`src/rtl/mips_pkg.sv`:
```
// Constants and types shared by the MIPS pipeline debug blocks.
// Holds the register-dump FSM state type and the range-clamp helper.
package mips_pkg;

  localparam int REG_ADDR_W = 5;
  localparam int DATA_W     = 32;

  typedef enum logic [1:0] {
    IDLE = 2'd0,
    HDR  = 2'd1,
    REQ  = 2'd2,
    SEND = 2'd3
  } regdump_state_t;

  // Limit an inclusive upper index to the last implemented register.
  function automatic logic [REG_ADDR_W-1:0] clamp_hi(input logic [REG_ADDR_W-1:0] hi,
                                                     input int num_regs);
    if (int'(hi) >= num_regs) return REG_ADDR_W'(num_regs - 1);
    return hi;
  endfunction

endpackage

```
`src/rtl/regdump_cycle_ctr.sv`:
```
// Free-running 32-bit cycle counter with a stamp register that captures the
// current count when latch_i is high. Used only with REGDUMP_CYCLE_STAMP_EN.
module regdump_cycle_ctr (
  input  logic        clk,
  input  logic        reset,
  input  logic        latch_i,
  output logic [31:0] stamp_o
);

  logic [31:0] count_q;
  logic [31:0] stamp_q;

  always_ff @(posedge clk or posedge reset) begin
    if (reset) begin
      count_q <= '0;
      stamp_q <= '0;
    end else begin
      count_q <= count_q + 32'd1;
      if (latch_i) stamp_q <= count_q;
    end
  end

  assign stamp_o = stamp_q;

endmodule

```
`src/rtl/regfile_dump.sv`:
```
// Debug reader that walks a register range through the register file's debug
// port and streams index/value beats over valid/ready. REGDUMP_CYCLE_STAMP_EN adds a header beat.
module regfile_dump #(
  parameter int NUM_REGS = 32,
  parameter int DATA_W   = mips_pkg::DATA_W
) (
  input  logic                            clk,
  input  logic                            reset,
  input  logic                            start,
  input  logic [mips_pkg::REG_ADDR_W-1:0] range_lo,
  input  logic [mips_pkg::REG_ADDR_W-1:0] range_hi,
  output logic [mips_pkg::REG_ADDR_W-1:0] rf_rd_addr,
  input  logic [DATA_W-1:0]               rf_rd_data,
  output logic                            out_valid,
  input  logic                            out_ready,
  output logic [mips_pkg::REG_ADDR_W-1:0] out_index,
  output logic [DATA_W-1:0]               out_data,
  output logic                            out_hdr,
  output logic                            out_last,
  output logic                            busy,
  output logic                            done
);
  import mips_pkg::*;

  regdump_state_t          state_q, state_d;
  logic [REG_ADDR_W-1:0]   idx_q, idx_d;
  logic [REG_ADDR_W-1:0]   hi_q, hi_d;
  logic [REG_ADDR_W-1:0]   out_index_q, out_index_d;
  logic [DATA_W-1:0]       out_data_q, out_data_d;
  logic                    out_last_q, out_last_d;
  logic                    done_q, done_d;
  logic [REG_ADDR_W-1:0]   hi_lat;

  assign hi_lat = clamp_hi(range_hi, NUM_REGS);

  always_ff @(posedge clk or posedge reset) begin
    if (reset) begin
      state_q     <= IDLE;
      idx_q       <= '0;
      hi_q        <= '0;
      out_index_q <= '0;
      out_data_q  <= '0;
      out_last_q  <= 1'b0;
      done_q      <= 1'b0;
    end else begin
      state_q     <= state_d;
      idx_q       <= idx_d;
      hi_q        <= hi_d;
      out_index_q <= out_index_d;
      out_data_q  <= out_data_d;
      out_last_q  <= out_last_d;
      done_q      <= done_d;
    end
  end

  always_comb begin
    state_d     = state_q;
    idx_d       = idx_q;
    hi_d        = hi_q;
    out_index_d = out_index_q;
    out_data_d  = out_data_q;
    out_last_d  = out_last_q;
    done_d      = 1'b0;
    case (state_q)
      IDLE: begin
        if (start) begin
          idx_d = range_lo;
          hi_d  = hi_lat;
`ifdef REGDUMP_CYCLE_STAMP_EN
          state_d     = HDR;
          out_index_d = '0;
          out_last_d  = (range_lo > hi_lat);
`else
          state_d = REQ;
`endif
        end
      end
`ifdef REGDUMP_CYCLE_STAMP_EN
      HDR: begin
        if (out_ready) begin
          state_d = out_last_q ? IDLE : REQ;
          done_d  = out_last_q;
        end
      end
`endif
      REQ: begin
        // idx only exceeds hi here when the latched range was empty.
        if (idx_q > hi_q) begin
          state_d = IDLE;
          done_d  = 1'b1;
        end else begin
          out_index_d = idx_q;
          out_data_d  = rf_rd_data;
          out_last_d  = (idx_q == hi_q);
          state_d     = SEND;
        end
      end
      SEND: begin
        if (out_ready) begin
          if (out_last_q) begin
            state_d = IDLE;
            done_d  = 1'b1;
          end else begin
            idx_d   = idx_q + 1'b1;
            state_d = REQ;
          end
        end
      end
      default: state_d = IDLE;
    endcase
  end

  assign rf_rd_addr = idx_q;
  assign out_index  = out_index_q;
  assign out_last   = out_last_q;
  assign busy       = (state_q != IDLE);
  assign done       = done_q;
  assign out_valid  = (state_q == SEND) || (state_q == HDR);

`ifdef REGDUMP_CYCLE_STAMP_EN
  logic [31:0] stamp;

  regdump_cycle_ctr u_ctr (
    .clk     (clk),
    .reset   (reset),
    .latch_i ((state_q == IDLE) && start),
    .stamp_o (stamp)
  );

  assign out_hdr  = (state_q == HDR);
  assign out_data = (state_q == HDR) ? DATA_W'(stamp) : out_data_q;
`else
  assign out_hdr  = 1'b0;
  assign out_data = out_data_q;
`endif

endmodule

```
`config.mk`:
```
export PLATFORM = sky130hd
export DESIGN_NAME = regfile_dump
export DESIGN_NICKNAME = d
export VERILOG_FILES = /design/src/rtl/mips_pkg.sv /design/src/rtl/regdump_cycle_ctr.sv /design/src/rtl/regfile_dump.sv
export SDC_FILE = /design/constraint.sdc
export NUM_CORES = 1
export LEC_CHECK = 0
export BUFFER_PORTS_ARGS = -buffer_cell sky130_fd_sc_hd__buf_4
export CORE_AREA = 2 2 59 102
export DETAILED_ROUTE_END_ITERATION = 10
export DIE_AREA = 0 0 61 104
export GPL_ROUTABILITY_DRIVEN = 0
export PLACE_DENSITY_LB_ADDON = 0.12
export SYNTH_ARGS = -nofsm -noshare
export SYNTH_HDL_FRONTEND = slang
export SYNTH_SLANG_ARGS = --single-unit
export TNS_END_PERCENT = 50
```
`constraint.sdc`:
```
create_clock -name clk -period 2 [get_ports clk]
set_input_delay 0.2 -clock clk [delete_from_list [all_inputs] [get_ports clk]]
set_output_delay 0.2 -clock clk [all_outputs]
set_load 0.01 [all_outputs]
```
[Word-level counts from Yosys, hierarchy flattened]
Cells that the tools add are included.
Word-level totals
  register bits: 51
Operators by class
  $add $sub $neg: 1
  order comparisons: 1
  equal/unequal tests: 7
  mux-type cells: 13
  bitwise operators: 1
  reduce and logical (&&, ||, !) cells: 8
Operator list (number)
  $mux 5: 3
  $pmux 5 s2: 1
  $mux 2: 4
  $ne 2x2->1 const B: 3
  $pmux 2 s3: 1
  $reduce_and 2->1: 3
  $add 5x1->5 const B: 1
  $eq 5x5->1: 1
  $gt 5x5->1: 1
  $eq 2x2->1 const B: 2
  $reduce_and 4->1: 1
  $reduce_bool 2->1: 2
  $mux 1: 3
  $eq 2x1->1 const B: 1
  $logic_not 2->1: 1
  $pmux 1 s2: 1
  $logic_or 1x1->1: 1
  $not 1->1: 1

[Longest topological paths before layout]
  depth in word-level cells: 4
  depth in mapped cells: 8
  gate-level depth less buffers: 6

[Least setup slack after synthesis]
Ideal clock, no wire load.
  kind: reg2reg
  start: register idx_q[2] (netlist: rf_rd_addr[2])
  end: register out_data_q[0] (netlist: out_data[0])
  setup time: 125 ps
  data arrival time: 2047 ps
  data required time: 1875 ps
  path slack: -173 ps
  cell stages (with the launch flop): 8
  buffers on the path: 2
  cells stage by stage: dfrtp_1 > ha_1 > and4b_1 > o21a_1 > o41ai_2 > buf_6 > buf_12 > mux2_4
On the way
  word-level cells in the longest chain between the ends: 3
RTL lines
  start, declared: RTL line regfile_dump.sv:26  | logic [REG_ADDR_W-1:0] idx_q, idx_d;
  start signal, assigned: RTL line regfile_dump.sv:47  | idx_q <= idx_d;
  $gt 5x5->1: RTL line regfile_dump.sv:88  | if (idx_q > hi_q) begin
  $not 1->1 (no source line)
  $reduce_and 2->1 (no source line)
  end signal, assigned: RTL line regfile_dump.sv:50  | out_data_q <= out_data_d;
  end, declared: RTL line regfile_dump.sv:29  | logic [DATA_W-1:0] out_data_q, out_data_d;
Every way passes these cells.
A chain may end at the register's enable or synchronous reset.

[Worst setup path in the final report]
  start: register idx_q[1] (netlist: rf_rd_addr[1])
  end: register out_data_q[10] (netlist: out_data[10])
Same word-level chain as after synthesis.

==> metrics.md <==
| Metric | Value |
|---|---|
| Final Max Slew Viols | 0 |
| GRT Total Usage | 0.167 |
| PwrDens | 1780 mW/mm^2 |
| CP Launch Type | flop |
| Vias in the first global route | 1781 |
| Diode count | 0 |
| Synth Net Count | 221 |
| Placed inst area | 0.00317 sq mm |
| Post-synth top flop | dfrtp_1 |
| Post-Place Setup Slack | -0.157 ns |
| Routed length per instance | 15.2 um |
| Most frequent cell after synthesis | dfrtp_1 |
| Hold Slack | 0.0969 ns |
| Largest net degree at the start of global routing | 29 |
| Grt ovf | 0 |
| DP HPWL | 3770 um |
| TNS Setup | -3.09 ns |
| Unrepaired setup endpoints after global routing | true |
| Clock Latency Late Sink | 0.29 ns |
| Htree depth | 2 |
| Num CTS Buffers | 5 |
| Initial core utilization | 0.414 |
| Sequential-to-total area share from yosys stat | 0.557 |
| Syn. warnings | 0 |
| Max clock buf depth | 2 |
| Syn avg cell area | 13.6 sq um |
| Cell variety after synth | 36 |
| Final Hold Vio Count | 0 |
| Area grow syn2layout | 49.2% |
| Core footprint | 0.00554 sq mm |
| Cell total after placement | 342 |
| Leakage | 1.65 nW |
| Final Net Count | 332 |
| Synth area leader | dfrtp_1 |
| Post-layout min period | 2.11 ns |
| Final setup margin | -0.113 ns |
| Synth area leaders | dfrtp_1, mux2_4, mux2_2 |
| Die ar. | 0.00634 sq mm |
| Outcome | complete, but fails checks |
| Root Buffer | clkbuf_8 |
| Worst IR Drop VDD | 0.000874 V |
| Clock transition at path regs | 0.09 ns |
| # rows | 36 |
| Crit path max fanout | 8 |
| Period utilization | 1.06 |
| Fillers | 475 |
| Synth cell count leaders | dfrtp_1, mux2_4, mux2_2, nand2_1, inv_1 |
| Global-route wire length before repair | 8180 um |
| Die Ht | 104 um |
| Setup Skew | 0.00498 ns |
| Number of synthesized flops with an enable pin | 0 |
| CP endpoint kind | flop |
| DRT antenna net count | 0 |
| Crit path DAT | 2.29 ns |
| Type of the worst min-delay path | primary input to flop |
| CTS sink count | 51 |
| Worst Path Required | 2.18 ns |
| FFs w/ async S/R, synth | 1.00 |
| Max Fclk | 0.473 GHz |
| DRT Pass-1 Iters | 4 |
| Initial drt markers | 28 |
| Die width | 61 um |
| Max-cap violations | 0 |
| Layout cells sized above 1 | 0.605 |
| Num ports | 93 |
| Final setup viols | 37 |
| WL final | 5410 um |
| Post-route DRC violation count | 0 |
| TritonCTS clock tree | yes |
| Slew @ Worst Pin | 0.613 ns |
| Via density | 4.77 |
| Design area | 0.00342 sq mm |
| # port buffers | 91 |
| Cells after synthesis | 169 |
| Post-Layout Cell Count | 357 |
| Kind of critical path | flop to flop |
| Yosys reg bits | 51 |
| Core Util, Final | 0.617 |
| Routed vias | 1704 |
| Mapped Area | 0.00229 sq mm |
| Violated checks | negative setup slack |
| Total power | 6.07 mW |
| Top cell type's share of synthesized area | 0.557 |
| Initial antenna violation count | 0 |
| Relative slew slack | 0.591 |
==> registers in the layout, indices dropped and copies added, names as in the netlist <==
name        flops
done            1
hi_q            5
out_data       32
out_index       5
out_last        1
rf_rd_addr      5
state_q         2
==> timing repair <==
action | in CTS | in global routing
hold endpoints to repair | 21 | 0
hold buffers | 1 | 0
endpoints found under the setup margin | 38 | 38
gates resized for setup | 6 | 10
setup buffers | 2 | 0
pin swaps | 0 | 1
gates cloned | 2 | 2
==> critical path, stage by stage, from the launching register on <==
cell and delay [ns]:
dfrtp_2 0.43, ha_4 0.24, and4b_1 0.20, o21a_1 0.21, o41ai_4 0.25, buf_6 0.18, clkbuf_16 0.16, mux2_2 0.33
==> power by group <==
part | leakage (nW) | switching [mW] | internal (mW)
Combinational | 1.01 | 1.44 | 2.21
Sequential | 0.603 | 0.296 | 1.57
Clock | 0.0412 | 0.321 | 0.245
==> kinds of logic (layout without fill, tap and decap cells) <==
family,Yosys count,after routing,synth area share
flops,51,51,0.557
other cells,1,1,0.00164
mux,38,38,0.217
fa+ha+maj,6,6,0.0328
buf+inv,15,127,0.0453
simple gates,34,34,0.0775
compound gates,24,24,0.0688
==> worst paths after layout <==
kind | startpoint | end | slack [ns] | cells after the start
max in group asynchronous | reset | rf_rd_addr[1]$_DFFE_PP0P_ | 0.91 | 4
worst min register to register | hi_q[0]$_DFFE_PP0P_ | hi_q[0]$_DFFE_PP0P_ | 0.48 | 2
worst max register to register | rf_rd_addr[1]$_DFFE_PP0P_ | out_data[10]$_DFFE_PP0P_ | -0.11 | 7
worst min-delay path | range_hi[0] | hi_q[0]$_DFFE_PP0P_ | 0.1 | 3
worst max-delay path | rf_rd_addr[1]$_DFFE_PP0P_ | out_data[10]$_DFFE_PP0P_ | -0.11 | 7
min in group asynchronous | reset | out_data[6]$_DFFE_PP0P_ | 0.53 | 3
==> layout make-up <==
type	count	area, sq um	area share
Inverter	8	30.0	0.00878
Timing Repair Buffer	111	932	0.272
Clock inverter	2	12.5	0.00366
Tap cell	76	95.1	0.0278
Sequential cell	51	1280	0.374
Clock buffer	6	72.6	0.0212
Multi-Input combinational cell	103	998	0.292
==> routing by layer <==
layer	up-vias	wire length, um	global-route usage
met5	-	0	0
met4	0	68	0.0606
met3	6	238	0.0224
met2	62	2910	0.292
met1	820	2200	0.200
li1	816	-	-
==> cells in the final DEF, fill, tap and decap left out, drive strengths merged, types with 2 or more instances in the layout <==
cell type  instances
nor2               5
nand2             14
o22ai              2
inv                8
buf              108
dfrtp             51
mux2              37
o21ai              7
a21oi              6
ha                 6
nand3              5
nand2b             2
o21a               2
clkbuf             8
(Power assumes the default switching activity.)
